--- src/rtl/toggle_event_encoder_pkg.sv ---
// toggle_event_encoder_pkg: shared state encoding and width helpers for the toggle event encoder.
package toggle_event_encoder_pkg;
    typedef enum logic {IDLE = 1'b0, HOLD = 1'b1} state_t;

    function automatic int clog2(input int n);
        int r = 0;
        while ((1 << r) < n) r++;
        return r;
    endfunction

    // Hold counter width; a single-cycle hold still needs one bit.
    function automatic int hold_width(input int n);
        return (clog2(n) < 1) ? 1 : clog2(n);
    endfunction
endpackage

--- src/rtl/sat_updown_counter.sv ---
// sat_updown_counter: up/down counter that saturates at all-ones and floors at zero.
module sat_updown_counter #(
    parameter int W = 4
) (
    input  logic         clk,
    input  logic         reset,
    input  logic         inc,
    input  logic         dec,
    output logic [W-1:0] count,
    output logic         drop_on_full
);
    logic full, empty;
    assign full = &count;
    assign empty = count == '0;
    assign drop_on_full = inc && !dec && full;
    always_ff @(posedge clk or posedge reset)
        if (reset) count <= '0;
        else if (inc && !dec && !full) count <= count + 1'b1;
        else if (dec && !inc && !empty) count <= count - 1'b1;
endmodule

--- src/rtl/toggle_event_encoder.sv ---
// toggle_event_encoder: turns event pulses into rate-limited flips of a single toggle line,
// queueing bursts in a saturating pending counter.
module toggle_event_encoder
    import toggle_event_encoder_pkg::*;
#(
    parameter int HOLD_CYCLES = 4,
    parameter int CNT_W = 4
) (
    input  logic             clk,
    input  logic             reset,
    input  logic             tick_in,
    input  logic             clr_ovf,
    output logic             level,
    output logic             busy,
    output logic [CNT_W-1:0] pending,
    output logic             overflow
);
    localparam int HOLD_W = hold_width(HOLD_CYCLES);
    localparam logic [HOLD_W-1:0] HOLD_LOAD = HOLD_W'(HOLD_CYCLES - 1);

    state_t state, state_n;
    logic [HOLD_W-1:0] hold_cnt, hold_n;
    logic ready, avail, fire, drop;

    assign ready = state == IDLE || hold_cnt == '0;
    assign avail = tick_in || pending != '0;
    assign fire = ready && avail;
    assign busy = state == HOLD || pending != '0;

    // A fire always consumes one event: the bypassed tick or a queued one.
    sat_updown_counter #(.W(CNT_W)) u_pending (
        .clk(clk),
        .reset(reset),
        .inc(tick_in),
        .dec(fire),
        .count(pending),
        .drop_on_full(drop)
    );

    always_comb begin
        state_n = state;
        hold_n = hold_cnt;
        if (fire) begin
            state_n = HOLD;
            hold_n = HOLD_LOAD;
        end else if (state == HOLD) begin
            if (hold_cnt != '0) hold_n = hold_cnt - 1'b1;
            else if (!avail) state_n = IDLE;
        end
    end

    always_ff @(posedge clk or posedge reset)
        if (reset) begin
            state <= IDLE;
            hold_cnt <= '0;
            level <= 1'b0;
            overflow <= 1'b0;
        end else begin
            state <= state_n;
            hold_cnt <= hold_n;
            level <= level ^ fire;
            overflow <= drop ? 1'b1 : clr_ovf ? 1'b0 : overflow;
        end
endmodule

--- config.mk ---
export PLATFORM = sky130hd
export DESIGN_NAME = toggle_event_encoder
export DESIGN_NICKNAME = d
export VERILOG_FILES = /design/src/rtl/toggle_event_encoder_pkg.sv /design/src/rtl/sat_updown_counter.sv /design/src/rtl/toggle_event_encoder.sv
export SDC_FILE = /design/constraint.sdc
export NUM_CORES = 1
export LEC_CHECK = 0
export ABC_AREA = 1
export CORE_UTILIZATION = 38
export DETAILED_ROUTE_END_ITERATION = 10
export HOLD_SLACK_MARGIN = 0.08
export PLACE_DENSITY = 0.57
export SYNTH_ARGS = -nofsm -noshare
export SYNTH_HDL_FRONTEND = slang
export SYNTH_HIERARCHICAL = 1
export SYNTH_SLANG_ARGS = --single-unit
--- constraint.sdc ---
create_clock -name clk -period 4.4 [get_ports clk]
set_input_delay 0.88 -clock clk [delete_from_list [all_inputs] [get_ports clk]]
set_output_delay 0.88 -clock clk [all_outputs]
set_load 0.02 [all_outputs]
==> metrics, run 1 <==
Worst VDD drop roughly 450 uV; share of layout cells above drive strength 1 between 10% and 20%; yosys warns 6; CP Capture Type flip-flop; TritonCTS clock tree done; drt wl/cell ~10 um; Setup-failing EPs final 0; Leak about 0.00038 uW; Hold Crit Class flip-flop to flip-flop; synthesis-to-finish area growth 23.9%; pwr dens around 760 nW/um^2; clk root buf clkbuf_4; DIE AREA roughly 1800 um^2; Tcrit/Tclk final between 60% and 70%; Core ar. 1510 um^2; Setup WS post-layout between 1.5 and 2 ns; largest net degree at the start of global routing 9; DR iter-0 viols 13; initial antenna violation count 0; Mapped Cells 78; post-CTS setup buffers 0; Fmax achieved approximately 360 MHz; cts hold-fix bufs 0; crit path time final about 2.8 ns; relative slew slack between 70% and 80%; post_cts resized 0; Worst Path Max Fanout 7; HPWL Detailed approximately 850 um; total routed wirelength approximately 1100 um; Initial Util just over 40%; Synth Cell Area approximately 600 um^2; Syn Nets 86; Clock Skews 0.00989 ns; Rows 14; CTS buffer count 3; status finished, final reports clean; All-Layer GR Usage between 10% and 20%; Die Y roughly 42 um; type of the worst setup path input port to flip-flop; max_cap viols 0; Core Util, Final approximately half; routed vias approximately 500; drt drc 0; Ports 11; first-pass GRT wire length 1930 um; worst hold slack between 0.4 and 0.5 ns; Clock Latency Late Sink approximately 0.26 ns; Fillers approximately 150; Worst Setup Start Kind input port; Routed Antenna Nets 0; GPL Wtd Cong roughly 0.7; Area contributors post-synth dfrtp_1, nand2_1, inv_1, nor2_4, nand3_1; drt first pass iters 4; RSZ-0062 raised after global routing false; GR Overflow Total 0; Vias/cell 4.60; H-tree level count 1; # diodes 0; Final Instance Area 759 um^2; sequential-to-total area share from yosys stat between 30% and 40%; Chip Width ~42 um; dpl ws between 1 and 1.5 ns; clock slew at reported path FFs 0.06 ns; post-synthesis register bit count 9; CTS max path bufs 2; Final TNS setup 0 ns; placed cell areas ~730 um^2; IO buf count 10; post-synth top area cell dfrtp_1; Synth cell types 19; vias in the first global route between 400 and 500; worst path required time roughly 4.6 ns; clock sinks 9; Final Hold Fails 0; Final nets ~100; worst slew pin tran between 0.3 and 0.4 ns; top cell type's share of synthesized area between 30% and 40%; crit path DAT 2.90 ns; Syn Area/Cell 7.86 um^2; max-slew violation count 0
cells by family after synthesis:
| logic type | Yosys count | synth area share (%) |
|---|---|---|
| DFF | 9 | 36.7 |
| adders and majority gates | 4 | 9.39 |
| xor gates and xnor gates | 1 | 1.43 |
| and+or+nand+nor | 45 | 38.4 |
| buffers and inverters | 15 | 9.18 |
| AOI/OAI and AO/OA | 4 | 4.90 |
state kept, by name, summed over array words and instances, names as in the netlist:
signal           cells
u_pending/count      4
hold_cnt             2
level                1
state                1
overflow             1
layer usage:
| layer | part of all wire, % | global-route usage [%] | wire (um) |
|---|---|---|---|
| met1 | 52 | 19.3 | 565 |
| met2 | 42 | 21.2 | 455 |
| met3 | 4.2 | 6.90 | 45 |
| met4 | 0.93 | 1.88 | 10 |
| met5 | 0 | 0 | 0 |
power by group:
| group | total, uW | switching (uW) | leakage, uW | internal, uW |
|---|---|---|---|---|
| Clock | 62.3 | 27.4 | 0.0000150 | 34.8 |
| Sequential | 173 | 54.4 | 0.000106 | 119 |
| Combinational | 341 | 190 | 0.000262 | 151 |
cells in the final DEF (no fill, tap or decap), drive strengths merged:
cell            n
clkbuf          4
ha              3
o21bai          1
fa              1
dfrtp           9
xor2            1
nand3b          1
nor2           10
o21ai           1
nand2          23
inv            15
or2             1
a21oi           2
nor3            1
nand3           9
clkdlybuf4s50  10
worst max-delay path, stage by stage:
cell,delay (ns)
clkdlybuf4s50_1,0.44
inv_1,0.11
nand3_4,0.10
nand2_2,0.07
inv_1,0.04
inv_1,0.06
nand2_1,0.06
nor2_1,0.17
inv_2,0.11
ha_1,0.34
or2_0,0.23
nand2_1,0.06
nand3_1,0.08
nand3_1,0.08
nand2_1,0.06
path summary, 6_finish.rpt:
| path | start | to | slack (ns) | depth (start not counted) |
|---|---|---|---|---|
| worst min register to register | hold_cnt[0] | hold_cnt[0] | 0.48 | 1 |
| worst max-delay path | tick_in | u_pending/count[3] | 1.65 | 15 |
| worst min-delay path | hold_cnt[0] | hold_cnt[0] | 0.48 | 1 |
| min in group asynchronous | reset | u_pending/count[3] | 0.82 | 2 |
| worst max register to register | hold_cnt[0] | u_pending/count[3] | 2.08 | 16 |
| max in group asynchronous | reset | hold_cnt[1] | 3.35 | 2 |
area by class of cell:
class / count / area [um^2] / share of cell area (%)
flip-flops and latches: 9 / 225 / 29.7
clock buffers: 4 / 26.3 / 3.46
well taps: 16 / 20.0 / 2.64
repair buffers: 10 / 100 / 13.2
inverters: 15 / 56.3 / 7.41
multi-input cells: 54 / 332 / 43.7
through the flow:
stage                     cells  power [uW]
after floorplan              78         423
after global placement      104         516
after detailed placement    104         521
after CTS                   108         587
after global routing        108         645
final                       108         577
Yosys cell counts (all sizes together):
cell type   n
nand2      23
inv        15
nor2       10
dfrtp       9
nand3       9
ha          3
a21oi       2
fa          1
nand3b      1
nor3        1
o21ai       1
o21bai      1
or2         1
xor2        1
No activity file was read; power rests on OpenSTA's default activity.
==> inputs of run 2 (changes only) <==
- clock period: 4.4 -> 2.54 ns (I/O delays scaled with it)
==> run 2 against run 1 <==
Setup slack worse by 1.4 ns. Largest power group unchanged. Die area unchanged. Cell area rose by 5.3%. Non-clock buffer count rose by 5. Critical endpoint unchanged. Register-to-register slack worse by 1.8 ns.
==> metrics, run 2 (synthesis results as in run 1) <==
Hold Crit Class input port to async pin; TritonCTS clock tree done; Worst Setup Start Kind flip-flop; max-slew violation count 0; GR Overflow Total 0; Fillers between 100 and 150; clock sinks 9; Most flops, register u_pending/count; Top Registers u_pending/count x4, hold_cnt x2; Routed Antenna Nets 0; drt first pass iters 4; type of the worst setup path flip-flop to flip-flop; Final TNS setup 0 ns; CP Capture Type flip-flop; CP max stage delay around 0.38 ns; Worst VDD drop roughly 540 uV; Clock Latency Late Sink roughly 0.26 ns; synthesis-to-finish area growth 30.4%; Setup-failing EPs final 0; Worst path slowest cell dfrtp_1; CTS buffer count 3; GPL Wtd Cong 0.702; largest net degree at the start of global routing 9; total routed wirelength approximately 1100 um; worst slew pin tran between 0.3 and 0.4 ns; vias in the first global route between 500 and 600; Worst Path Max Fanout 4; Core ar. ~1500 um^2; drt wl/cell about 9.7 um; HPWL Detailed just over 900 um; H-tree level count 1; Final nets around 110; crit path time final between 2 and 2.5 ns; IO buf count 10; Initial Util about two fifths; share of layout cells above drive strength 1 around a fifth; initial antenna violation count 0; RSZ-0062 raised after global routing false; drt drc 0; status finished, final reports clean; pwr dens between 1000 and 1500 nW/um^2; routed vias around 530; clock slew at reported path FFs 0.06 ns; Vias/cell ~4.7; DR iter-0 viols 10; worst path required time around 2.7 ns; max reg flops 4; Ports 11; Die Y 42.2 um; Final Hold Fails 0; # diodes 0; most frequent cells in the layout nand2_1, inv_1, clkdlybuf4s50_1; All-Layer GR Usage between 10% and 20%; crit path DAT about 2.4 ns; CP delay by family, top simple AND/OR/NAND/NOR gates; relative slew slack slightly below 80%; Leak between 0.0004 and 0.0005 uW; worst hold slack ~0.45 ns; DIE AREA ~1800 um^2; r2r setup slk about 0.28 ns; first-pass GRT wire length around 2100 um; clk root buf clkbuf_4; Tcrit/Tclk final about nine tenths; crit-path cells inv_1 -> ha_1 -> nor2_4 -> inv_2 -> nand2_2 -> inv_1 -> inv_1 -> nand2_1 -> nor2_2 -> inv_2 -> ha_1 -> or2_0 -> nand2_1 -> nand3_1 -> nand3_1 -> nand2_1; Chip Width 42.2 um; post-CTS setup buffers 0; CTS max path bufs 2; most common cell after layout, fill and taps aside nand2_1; Rows 14; Fmax achieved roughly 440 MHz; Clock Skews approximately 0.0053 ns; WP buf/inv 5; max_cap viols 0
run 2: repair_timing:
item,CTS,global route
resized for setup,0,1
hold buffers,0,0
endpoints found under the setup margin,0,1
run 2: worst paths after layout:
check	from	end	depth (start not counted)
worst max-delay path	hold_cnt[0]	u_pending/count[3]	16
max in group asynchronous	reset	hold_cnt[1]	2
worst min-delay path	reset	u_pending/count[3]	2
worst min register to register	hold_cnt[0]	hold_cnt[0]	1
worst max register to register	hold_cnt[0]	u_pending/count[3]	16
min in group clk	hold_cnt[0]	hold_cnt[0]	1
run 2: through the flow:
step                instances  instance area, um^2  util (%)  total power (uW)  setup slack (ns)
floorplan                  78                  613         -               733             0.376
global placement          109                  771      51.2               934           0.00209
detailed placement        109                  771      51.2               949           0.00353
CTS                       113                  797      52.9              1060             0.237
global route              113                  800      53.1              1180            0.0426
finish                    113                  800      53.1              1050             0.276
run 2: worst reg2reg max path: cells and delay by family, from the launching register on:
family                   cells  cell delay (ns)
flip-flops                   1             0.38
AND/OR/NAND/NOR              9             0.96
buffers and inverters        5             0.29
adder cells (fa/ha/maj)      2             0.54
run 2: area by class of cell:
| cell class | count | area, um^2 | share of cell area [%] |
|---|---|---|---|
| multi-input combinational | 54 | 334 | 41.8 |
| sequential | 9 | 225 | 28.2 |
| timing repair buffer | 15 | 138 | 17.2 |
| inverter | 15 | 56.3 | 7.04 |
| clock buffer | 4 | 26.3 | 3.29 |
| tap | 16 | 20.0 | 2.50 |
run 2: per-layer routing:
layer | vias to the layer above | share of wire (%) | wire length, um | global-route usage (%)
met4 | 0 | 0 | 0 | 1.88
met5 | - | 0 | 0 | 0
met1 | 240 | 45 | 499 | 18.9
met3 | 0 | 6.0 | 66 | 8.19
met2 | 13 | 48 | 531 | 25.5
li1 | 278 | - | - | -
run 2: report_power, final:
group          internal (uW)  switching [uW]
registers                207            82.5
logic                    300             352
clock network           60.5            49.6
total                    567             484
==> RTL change: new RTL, settings of run 1 <==
The parameter `HOLD_CYCLES` goes from 4 to 6.
--- a/src/rtl/toggle_event_encoder.sv
+++ b/src/rtl/toggle_event_encoder.sv
@@ -3,7 +3,7 @@
 module toggle_event_encoder
     import toggle_event_encoder_pkg::*;
 #(
-    parameter int HOLD_CYCLES = 4,
+    parameter int HOLD_CYCLES = 6,
     parameter int CNT_W = 4
 ) (
     input  logic             clk,
Function: changed (a bounded check fails within 10 cycles, from zero or initial values and one cycle with reset high).
==> RTL change against run 1 <==
The run now ends with DRC left; critical endpoint unchanged; worst setup slack worse by 0.14 ns; power is 7.3% higher; final cell count is 8.3% higher; sequential cell count is 1 higher; design area is 6.4% higher; count of clock-buffer cells in the layout stayed put; area after synthesis is 6.3% higher; synthesized cell count is 12% higher; via count is 17% higher; critical path depth stayed put; routed wire length is 16% higher; largest power group unchanged.
==> RTL change: results (changes against run 1) <==
Top cells by area, synth: dfrtp_1, nand2_1, nand3_1
Failing checks: DRC
WP data arrival: 3.05 ns (+0.15 ns)
Worst hold start: level
Drt initial violations: 14 (+1)
GRT Total Usage: 16.36% (+2.1 points)
Destination of the worst hold path: level
Share of layout cells above drive strength 1: 9.901% (-5.3 points)
Flop-to-flop setup slack: 1.96 ns (-0.12 ns)
Reg2reg path depth: 14 (-2)
ANT cells: 0 (unchanged)
Post-synth top cells: nand2_1, nand3_1, inv_1, dfrtp_1, nor2_1
Post-Place Setup Slack: 1.243 ns (-0.1203 ns)
Clock root buffer: clkbuf_4
DR WL met3: 60 µm (+33%)
Post_cts resized: 0 (unchanged)
Drt pass-1 iters: 7 (+3)
Mapped Cells: 87 (+12%)
DRT Wirelength: 1249 µm (+16%)
Routed wire per std cell: 10.68 µm (+7.0%)
Regs by FF count: u_pending/count (4), hold_cnt (3)
Reg-to-Reg End: u_pending/count[3]
GP Congestion: 0.7538 (+7.1%)
Pin count of the biggest net entering global routing: 9 (unchanged)
Worst Tran Pin Value: 0.2890 ns (-0.06140 ns)
Syn Nets: 96 (+12%)
Outcome: finished, violations left
Nets: 111 (+9.9%)
Met1 WL: 673 µm (+19%)
DP Wirelength: 993.7 µm (+17%)
First-pass GRT wire length: 2214 µm (+15%)
Top metal layer carrying routed signals: met4
Clock skew: 0.002198 ns (-0.007697 ns)
Fill count: 160 (+5.3%)
Sequential area share after synthesis: 38.39% (+1.7 points)
Hold Crit Depth: 2 (+1)
R2R Path Start: u_pending/count[0]
Metal2 WL: 507 µm (+11%)
VDD IR max: 0.3507 mV (-21%)
Unique masters post-synth: 18 (-1)
Drt drc: 2 (+2)
Yosys warning total: 6 (unchanged)
Via Count: 581 (+17%)
CP max-delay cell: clkdlybuf4s50_1
Number of global-route vias before repair: 507 (+8.3%)
Leakage: 0.4334 nW (+13%)
Port buffer count: 10 (unchanged)
[RTL change: changes by cell type in the layout (fill, tap and decap cells not counted), sizes merged]
cell / delta
dfrtp: +1
ha: +1
inv: -1
nand2: +6
nand3: +4
nor2: -3
o21ai: -1
o21bai: +1
or2: +1
[RTL change: final cells by class]
cell class                 instances  area (µm²)  area share [%]
multi-input combinational         63       349.1           43.19
sequential                        10       250.2           30.96
timing repair buffer              10       100.1           12.38
inverter                          14       52.55           6.502
clock buffer                       4       36.28           4.489
tap                               16       20.02           2.477
[RTL change: power breakdown]
| part | switching [mW] | internal, mW | leakage [nW] | total (mW) |
|---|---|---|---|---|
| Sequential | 0.0502 | 0.133 | 0.118 | 0.184 |
| Combinational | 0.200 | 0.152 | 0.294 | 0.352 |
| Clock | 0.0327 | 0.0502 | 0.0210 | 0.0830 |
| Total | 0.283 | 0.336 | 0.433 | 0.619 |
[RTL change: how the worst max path moves through the flow]
stage	end	slack (ns)	cells past startpoint
2_1_floorplan	u_pending/count[3]	1.98	14
5_1_grt	u_pending/count[3]	1.33	15
3_3_place_gp	u_pending/count[3]	1.30	15
4_1_cts	u_pending/count[3]	1.52	15
6_report	u_pending/count[3]	1.51	15
3_5_place_dp	u_pending/count[3]	1.24	15
[RTL change: per-stage QoR]
stage	area, µm²	hold WS [ns]	utilization [%]
global placement	772.0	0.4824	49.52
floorplan	651.9	0.4642	-
global route	808.3	0.5281	51.85
detailed placement	772.0	0.4816	49.52
finish	808.3	0.4922	51.85
CTS	808.3	0.5022	51.85
[RTL change: cells by family after synthesis]
logic type | share of synthesized area, %
flops | 38.39
xor+xnor | 1.344
simple gates | 37.62
buf+inv | 8.061
compound gates | 3.838
fa+ha+maj | 10.75
[RTL change: layer usage]
layer	global-route usage (%)	vias to the layer above
met5	0	-
met4	5.625	0
met3	7.917	2
met2	20.61	12
met1	24.07	263
li1	-	304
[RTL change: worst max-delay path: cells and delay by family]
family | cells | cell delay [ns]
adder cells (fa/ha/maj) | 1 | 0.34
buffers and inverters | 5 | 0.75
AND/OR/NAND/NOR | 9 | 1.09
